File: src/rtl/fifo_sync_param_if.sv
// Handshake bundle for fifo_sync_param: producer-side write signals, consumer-side read signals and status flags.
// master drives requests and write data; slave (the FIFO) returns data, flags and occupancy.
interface fifo_sync_param_if #(
    parameter int DATA_WIDTH = 8,
    parameter int ADDR_WIDTH = 3
);
    logic                  wr_en;
    logic [DATA_WIDTH-1:0] data_in;
    logic                  full;
    logic                  almost_full;
    logic                  overflow;
    logic                  rd_en;
    logic [DATA_WIDTH-1:0] data_out;
    logic                  data_valid;
    logic                  empty;
    logic                  almost_empty;
    logic                  underflow;
    logic [ADDR_WIDTH:0]   count;

    modport master (
        output wr_en, data_in, rd_en,
        input  full, almost_full, overflow, data_out, data_valid,
               empty, almost_empty, underflow, count
    );

    modport slave (
        input  wr_en, data_in, rd_en,
        output full, almost_full, overflow, data_out, data_valid,
               empty, almost_empty, underflow, count
    );
endinterface

File: src/rtl/fifo_sync_param.sv
// Parametrised synchronous FIFO with occupancy count, almost-full/almost-empty thresholds and error pulses.
// Define FIFO_SYNC_FWFT_EN for first-word-fall-through reads; the default build uses a registered read.
module fifo_sync_param #(
    parameter int DATA_WIDTH    = 8,
    parameter int ADDR_WIDTH    = 3,
    parameter int AFULL_THRESH  = 6,
    parameter int AEMPTY_THRESH = 1
) (
    input logic              clk,
    input logic              reset,
    fifo_sync_param_if.slave bus
);
    localparam int DEPTH = 1 << ADDR_WIDTH;

    typedef logic [ADDR_WIDTH:0] ptr_t;

    localparam ptr_t ONE      = ptr_t'(1);
    localparam ptr_t DEPTH_C  = ptr_t'(DEPTH);
    localparam ptr_t AFULL_C  = ptr_t'(AFULL_THRESH);
    localparam ptr_t AEMPTY_C = ptr_t'(AEMPTY_THRESH);

    logic [DATA_WIDTH-1:0] mem [DEPTH];

    ptr_t wr_ptr;
    ptr_t rd_ptr;
    ptr_t count_q;
    ptr_t count_nxt;

    logic full_q;
    logic almost_full_q;
    logic empty_q;
    logic almost_empty_q;
    logic overflow_q;
    logic underflow_q;
    logic wr_acc;
    logic rd_acc;

    logic [ADDR_WIDTH-1:0] wr_idx;
    logic [ADDR_WIDTH-1:0] rd_idx;

    assign wr_idx = wr_ptr[ADDR_WIDTH-1:0];
    assign rd_idx = rd_ptr[ADDR_WIDTH-1:0];

    // NOTE: every variable gets a value before any branch so always_comb never infers a latch.
    always_comb begin
        wr_acc    = bus.wr_en & (~full_q | bus.rd_en);
        rd_acc    = bus.rd_en & ~empty_q;
        count_nxt = count_q;
        case ({wr_acc, rd_acc})
            2'b10:   count_nxt = count_q + ONE;
            2'b01:   count_nxt = count_q - ONE;
            default: count_nxt = count_q;
        endcase
    end

    // Flags are derived from the next occupancy so they land on the same edge as count.
    // NOTE: sequential state uses non-blocking assignments so every register samples pre-edge values.
    always_ff @(posedge clk or posedge reset) begin
        if (reset) begin
            wr_ptr         <= '0;
            rd_ptr         <= '0;
            count_q        <= '0;
            full_q         <= 1'b0;
            almost_full_q  <= 1'b0;
            empty_q        <= 1'b1;
            almost_empty_q <= 1'b1;
            overflow_q     <= 1'b0;
            underflow_q    <= 1'b0;
        end else begin
            if (wr_acc) wr_ptr <= wr_ptr + ONE;
            if (rd_acc) rd_ptr <= rd_ptr + ONE;
            count_q        <= count_nxt;
            full_q         <= (count_nxt == DEPTH_C);
            almost_full_q  <= (count_nxt >= AFULL_C);
            empty_q        <= (count_nxt == '0);
            almost_empty_q <= (count_nxt <= AEMPTY_C);
            overflow_q     <= bus.wr_en & full_q & ~bus.rd_en;
            underflow_q    <= bus.rd_en & empty_q;
        end
    end

    // NOTE: storage has no reset; pointers and count alone define which words are live.
    always_ff @(posedge clk) begin
        if (wr_acc) mem[wr_idx] <= bus.data_in;
    end

`ifdef FIFO_SYNC_FWFT_EN
    // Head word is shown as soon as it exists; driving zero while empty keeps the bus free of stale data.
    assign bus.data_out   = empty_q ? '0 : mem[rd_idx];
    assign bus.data_valid = ~empty_q;
`else
    logic [DATA_WIDTH-1:0] data_q;
    logic                  data_valid_q;

    always_ff @(posedge clk or posedge reset) begin
        if (reset) begin
            data_q       <= '0;
            data_valid_q <= 1'b0;
        end else begin
            data_valid_q <= rd_acc;
            if (rd_acc) data_q <= mem[rd_idx];
        end
    end

    assign bus.data_out   = data_q;
    assign bus.data_valid = data_valid_q;
`endif

    assign bus.count        = count_q;
    assign bus.full         = full_q;
    assign bus.almost_full  = almost_full_q;
    assign bus.empty        = empty_q;
    assign bus.almost_empty = almost_empty_q;
    assign bus.overflow     = overflow_q;
    assign bus.underflow    = underflow_q;
endmodule

File: src/flat_wrapper.sv
// flat-port wrapper written by rule: the top's interface ports become plain ports
module fifo_sync_param_flat 
#(
    parameter int DATA_WIDTH    = 8,
    parameter int ADDR_WIDTH    = 3,
    parameter int AFULL_THRESH  = 6,
    parameter int AEMPTY_THRESH = 1
)
  (clk, reset, bus_wr_en, bus_data_in, bus_rd_en, bus_full, bus_almost_full, bus_overflow, bus_data_out, bus_data_valid, bus_empty, bus_almost_empty, bus_underflow, bus_count);
  fifo_sync_param_if #(.DATA_WIDTH(DATA_WIDTH), .ADDR_WIDTH(ADDR_WIDTH)) bus_i ();
  input logic clk;
  input logic reset;
  input wire logic [$bits(bus_i.wr_en)-1:0] bus_wr_en;
  input wire logic [$bits(bus_i.data_in)-1:0] bus_data_in;
  input wire logic [$bits(bus_i.rd_en)-1:0] bus_rd_en;
  output wire logic [$bits(bus_i.full)-1:0] bus_full;
  output wire logic [$bits(bus_i.almost_full)-1:0] bus_almost_full;
  output wire logic [$bits(bus_i.overflow)-1:0] bus_overflow;
  output wire logic [$bits(bus_i.data_out)-1:0] bus_data_out;
  output wire logic [$bits(bus_i.data_valid)-1:0] bus_data_valid;
  output wire logic [$bits(bus_i.empty)-1:0] bus_empty;
  output wire logic [$bits(bus_i.almost_empty)-1:0] bus_almost_empty;
  output wire logic [$bits(bus_i.underflow)-1:0] bus_underflow;
  output wire logic [$bits(bus_i.count)-1:0] bus_count;
  assign bus_i.wr_en = bus_wr_en;
  assign bus_i.data_in = bus_data_in;
  assign bus_i.rd_en = bus_rd_en;
  assign bus_full = bus_i.full;
  assign bus_almost_full = bus_i.almost_full;
  assign bus_overflow = bus_i.overflow;
  assign bus_data_out = bus_i.data_out;
  assign bus_data_valid = bus_i.data_valid;
  assign bus_empty = bus_i.empty;
  assign bus_almost_empty = bus_i.almost_empty;
  assign bus_underflow = bus_i.underflow;
  assign bus_count = bus_i.count;
  fifo_sync_param #(.DATA_WIDTH(DATA_WIDTH), .ADDR_WIDTH(ADDR_WIDTH), .AFULL_THRESH(AFULL_THRESH), .AEMPTY_THRESH(AEMPTY_THRESH)) u_core (.clk(clk), .reset(reset), .bus(bus_i));
endmodule
File: config.mk
export PLATFORM = sky130hd
export DESIGN_NAME = fifo_sync_param_flat
export DESIGN_NICKNAME = d
export VERILOG_FILES = /design/src/rtl/fifo_sync_param_if.sv /design/src/rtl/fifo_sync_param.sv /design/src/flat_wrapper.sv
export SDC_FILE = /design/constraint.sdc
export NUM_CORES = 1
export LEC_CHECK = 0
export ABC_AREA = 1
export CAP_MARGIN = 30
export CELL_PAD_IN_SITES_DETAIL_PLACEMENT = 0
export CELL_PAD_IN_SITES_GLOBAL_PLACEMENT = 1
export CORE_MARGIN = 2
export CORE_UTILIZATION = 51
export CTS_CLUSTER_DIAMETER = 30
export DETAILED_ROUTE_END_ITERATION = 16
export DONT_BUFFER_PORTS = 1
export PLACE_DENSITY = 0.79
export SLEW_MARGIN = 20
export SYNTH_ARGS = -nofsm -noshare
export SYNTH_HDL_FRONTEND = slang
export SYNTH_SLANG_ARGS = --single-unit
File: constraint.sdc
create_clock -name clk -period 2.27 [get_ports clk]
set_input_delay 0.227 -clock clk [delete_from_list [all_inputs] [get_ports clk]]
set_output_delay 0.227 -clock clk [all_outputs]
set_load 0.05 [all_outputs]
==> impl_metrics.tcl, run 1 <==
set metrics [dict create \
    routed_wl_mm 6.792 \
    holdBufCountCts 9 \
    hpwl_mm 4.481 \
    postCtsSetupRepairBufs 0 \
    fin_util_pct 59.82 \
    synth_warnings 0 \
    status "completed" \
    grt_antenna_before_repair 0 \
    synth_area_um2 3581 \
    hold_violations 0 \
    initialDrtViolationCount 201 \
    core_area_um2 6794 \
    grt_pass1_wl_mm 10.57 \
    ir_drop_v 0.0008071 \
    place_congestion 0.8868 \
    period_share_pct 87.98 \
    clk_pin_slew_worst_paths_ns 0.08 \
    post_synth_inst_count 280 \
    via_per_inst 5.318 \
    rsz0062_at_grt "false" \
    track_usage_pct 18.86 \
    dr.pass1.iters 4 \
    synth_compound_area_share_pct 7.198 \
    p_per_area_nw_per_um2 1341 \
    cts_resized 0 \
    tightest_slew_ns 0.8700 \
    synth_top_area_cell "edfxtp_1" \
    cts_buffers 9 \
    die_w_um 87.80 \
    via_count 2143 \
    slowest_stage "nor2_1" \
    crit_path_end_kind "flip-flop" \
    portBuffers 0 \
    critPathKind "flip-flop to flip-flop" \
    hold_path.class "input port to flip-flop" \
    grt_start_max_net_pins 26 \
    wl_per_cell_um 16.85 \
    synthFlopType "edfxtp_1" \
    fillers 529 \
    avgSynthCellArea_um2 12.79 \
    cp_max_fo 8 \
    synthArstFlopShare_pct 28.09 \
    finClkSkew_ns 0.005499 \
    setup_viol 0 \
    grt_remaining_overflow 0 \
    die_area_um2 7708 \
    grt_pass1_vias 2071 \
    synth_top_family_by_area "simple AND/OR/NAND/NOR gates" \
    ant_nets 0 \
    root_buffer "clkbuf_8" \
    synth.area.top_cells "edfxtp_1 (54%), dfrtp_1 (16%), nand2_1 (4.4%)" \
    synth.net_count 296 \
    antenna_cells 0 \
    clk_latency_ns 0.34 \
    maxCapViolations 0 \
    cts_max_path_buffers 2 \
    h-tree-depth 3 \
    cp.arrival_ns 1.96 \
    maxSlewHeadroom_pct 41.78 \
    die_h_um 87.80 \
    crit_required_ns 2.24 \
    rows 30 \
    cp-start-kind "flip-flop" \
    synthAdderAreaFrac_pct 1.398 \
    cts_sinks 89 \
    synth_simple_gate_area_share_pct 11.64 \
    cts_tree "built" \
    synth_edf_count 64 \
    slew_viol_final 0 \
    cp_slowest_stage_delay_ns 0.68 \
    path_cells "inv_1 > o21ai_0 > inv_1 > nand2_1 > nor2_1" \
    period_minus_slack_ns 1.997 \
    synth-seq-cells 89 \
    finalSetupTns_ns 0 \
    drc 0 \
    fmax_mhz 500.7 \
    synth-seq-area-share_pct 71.21 \
    synth_mux_area_share_pct 3.913 \
    yosysUniqueCellTypes 26 \
    synth_xor_xnor_area_share_pct 1.223 \
    initial_core_util_pct 52.71 \
    drive_gt1_share_pct 12.70 \
    boundaryPins 31 \
    leakagePower_nw 1.598 \
    fin_nets 320 \
    synth_top_area_share_pct 53.67 \
    cp_common_cell "inv_1" \
    area_growth_pct 13.49 \
]
-- final timing paths --
check                           depth (start not counted)            start  slack, ns              endpoint
worst min-delay path                                    2        bus_wr_en       0.06   u_core.bus.overflow
worst max-delay path                                    5  u_core.bus.full       0.27      u_core.mem[1][6]
min in group asynchronous                               2            reset       0.36  u_core.bus.underflow
worst max register to register                          5  u_core.bus.full       0.27      u_core.mem[1][6]
max in group asynchronous                               4            reset       1.25      u_core.bus.empty
worst min register to register                          2  u_core.bus.full       0.52   u_core.bus.overflow
-- power by group --
group,switching (mW),internal [mW]
sequential,0.607,2.12
combinational,1.07,0.556
clock,0.497,0.605
total,2.17,3.28
-- synth_stat cells, drive strengths merged, types with 5 or more instances --
cell    count
buf         5
clkbuf      6
dfrtp      23
edfxtp     64
inv        20
mux2i      14
nand2      46
nand3      12
nor2       33
o21ai      21
o221ai     12
-- worst max-delay path, delay by kind of cell (launching register included) --
family	cells	cell delay, ns
flops	1	0.38
simple gates	2	0.80
compound gates	1	0.19
buf+inv	2	0.26
-- state kept, by name (all words and copies together), names as in the netlist --
register,cells
u_core.bus.count,4
u_core.bus.full,1
u_core.bus.empty,1
u_core.bus.underflow,1
u_core.mem,64
u_core.bus.almost_empty,1
u_core.bus.overflow,1
u_core.wr_ptr,3
u_core.rd_ptr,3
u_core.bus.data_out,8
u_core.bus.almost_full,1
u_core.bus.data_valid,1
-- area by class of cell --
class	instances	area, um2	share of cell area, %
clock inverter	4	70.07	1.724
inverter	20	75.07	1.847
clock buffer	10	127.6	3.140
tap	96	120.1	2.956
timing repair buffer	24	212.7	5.234
sequential	89	2550	62.75
multi-input combinational	160	908.4	22.35
-- per-stage QoR --
step / hold WS (ns) / instances / setup WS [ns] / cell area [um2] / total power, mW
after floorplan: 0.2528 / 280 / 0.06797 / 3581 / 3.903
after global placement: 0.3078 / 378 / 0.3834 / 3751 / 4.357
after detailed placement: 0.3064 / 378 / 0.2890 / 3751 / 4.361
after CTS: 0.02568 / 401 / 0.2497 / 4039 / 5.482
after global routing: 0.06261 / 403 / 0.1171 / 4064 / 5.751
final: 0.06090 / 403 / 0.2728 / 4064 / 5.449
-- kinds of logic (layout without fill, tap and decap cells) --
kind of cell | Yosys count | count (layout)
flops | 89 | 89
fa+ha+maj | 4 | 4
mux | 14 | 14
buf+inv | 31 | 58
xor+xnor | 5 | 5
simple gates | 97 | 97
compound gates | 40 | 40
-- placed cells by master, fill, tap and decap left out --
cell	count
bufinv_16	2
a21oi_1	1
nand4_1	3
dfrtp_1	23
dlygate4sd3_1	10
nand3_2	2
nor3_1	1
o221ai_1	12
clkbuf_1	1
nand3_1	10
clkbuf_8	9
clkinv_2	2
inv_1	18
o22ai_1	2
or2_2	1
xnor2_1	1
xor2_1	4
nand2_2	4
nor2_2	1
nand2_1	42
o21ai_0	21
buf_4	13
mux2i_1	14
nand3b_1	1
inv_2	2
dfstp_2	2
o211ai_1	4
edfxtp_1	64
ha_1	4
nor2_1	32
buf_8	1
-- routing by layer --
metal / global-route usage (%) / part of all wire, % / up-vias
met3: 3.299 / 3.4 / 10
met2: 29.55 / 48 / 44
met5: 0 / 0 / -
li1: - / - / 1037
met4: 8.392 / 2.0 / 0
met1: 26.10 / 47 / 1052
No activity file was read; power rests on OpenSTA's default activity.
==> run 2: changes to the inputs <==
SLEW_MARGIN = unset   (was 20)
==> impl_metrics.tcl, run 2 (synthesis results as in run 1) <==
set metrics [dict create \
    maxSlewHeadroom_pct 44.39 \
    portBuffers 0 \
    h-tree-depth 3 \
    hold_violations 0 \
    tightest_slew_ns 0.8311 \
    clk_pin_slew_worst_paths_ns 0.08 \
    place_congestion 0.8868 \
    setup_viol 0 \
    clk_latency_ns 0.34 \
    final_cell_mix "edfxtp_1 (64), nand2_1 (42), nor2_1 (32)" \
    crit_required_ns 2.24 \
    fmax_mhz 509.0 \
    antenna_cells 0 \
    die_area_um2 7708 \
    fin_nets 320 \
    wl_met3_um 230 \
    largest_reg_flops 64 \
    cts_sinks 89 \
    die_h_um 87.80 \
    cts_buffers 9 \
    fin_ws_ns 0.3054 \
    ir_drop_v 0.0008060 \
    area_growth_pct 13.84 \
    seq_area_um2 2550 \
    rows 30 \
    initialDrtViolationCount 198 \
    leakagePower_nw 1.603 \
    wl_per_cell_um 16.84 \
    maxCapViolations 0 \
    drc 0 \
    period_minus_slack_ns 1.965 \
    fillers 525 \
    dr.max_layer_used "met4" \
    drive_gt1_share_pct 12.70 \
    crit_path_end_kind "flip-flop" \
    top_register "u_core.mem" \
    ant_nets 0 \
    multiInputGateArea_um2 908.4 \
    fin_util_pct 60.00 \
    cts_resized 0 \
    place_ws_ns 0.2890 \
    boundaryPins 31 \
    cts_tree "built" \
    grt_pass1_vias 2071 \
    slew_viol_final 0 \
    finalSetupTns_ns 0 \
    p_per_area_nw_per_um2 1338 \
    die_w_um 87.80 \
    track_usage_pct 18.86 \
    status "completed" \
    root_buffer "clkbuf_8" \
    rsz0062_at_grt "false" \
    cp_max_fo 8 \
    grt_pass1_wl_mm 10.57 \
    layout_commonest_cell "edfxtp_1" \
    grt_antenna_before_repair 0 \
    core_area_um2 6794 \
    cp.arrival_ns 1.93 \
    via_per_inst 5.273 \
    finClkSkew_ns 0.004700 \
    cts_max_path_buffers 2 \
    hold_path.class "input port to flip-flop" \
    initial_core_util_pct 52.71 \
    period_share_pct 86.55 \
    cp-start-kind "flip-flop" \
    via_count 2125 \
    routed_wl_mm 6.786 \
    hpwl_mm 4.481 \
    wl_met1_mm 3.124 \
    grt_start_max_net_pins 26 \
    grt_remaining_overflow 0 \
    wl_met2_mm 3.342 \
    power.total_mw 5.453 \
    dr.pass1.iters 5 \
    critPathKind "flip-flop to flip-flop" \
]
==> run 2: cell count changes in the layout (fill, tap and decap cells not counted) <==
| cell | previous run | this run |
|---|---|---|
| buf_16 | 0 | 1 |
| buf_8 | 1 | 0 |
==> run 2: where the power goes <==
group          switching, mW  internal (mW)  leakage (nW)
Sequential             0.607           2.12         0.884
Combinational           1.07          0.558         0.617
Clock                  0.497          0.605         0.102
Total                   2.17           3.28          1.60
==> run 2: worst paths after layout <==
path / slack [ns] / from / end / cells after the start
max in group asynchronous: 1.52 / reset / u_core.bus.empty / 4
hold / removal: 0.06 / bus_wr_en / u_core.bus.overflow / 2
min in group asynchronous: 0.21 / reset / u_core.bus.underflow / 2
hold reg to reg: 0.52 / u_core.bus.full / u_core.bus.overflow / 2
setup / recovery: 0.31 / u_core.bus.full / u_core.mem[1][7] / 5
setup reg to reg: 0.31 / u_core.bus.full / u_core.mem[1][7] / 5
==> run 2: metal layers <==
layer	track usage [%]	vias to the layer above
met1	26.10	1033
met3	3.299	7
li1	-	1036
met2	29.55	49
met5	0	-
met4	8.392	0
==> run 2: worst max-delay path, stage by stage, from the launching register on <==
cell and delay (ns):
dfrtp_1 0.38, inv_1 0.06, o21ai_0 0.19, inv_1 0.19, nand2_1 0.11, nor2_1 0.65
==> run 2: cell type report <==
class	count	area share [%]
Clock buffer	10	3.131
Timing Repair Buffer	24	5.525
Inverter	20	1.842
Clock inverter	4	1.719
Tap cell	96	2.947
Multi-Input combinational cell	160	22.28
Sequential cell	89	62.55
==> run 2: repair_timing <==
| action | CTS | global route |
|---|---|---|
| hold buffers | 9 | 1 |
| hold endpoints to repair | 66 | 23 |
| setup buffers | 0 | 0 |
==> run 2: per-stage QoR <==
step	instances	area (um2)	hold WS [ns]
global placement	378	3751	0.3078
finish	403	4076	0.05916
global route	403	4076	0.06261
detailed placement	378	3751	0.3064
floorplan	280	3581	0.2528
CTS	401	4039	0.02568
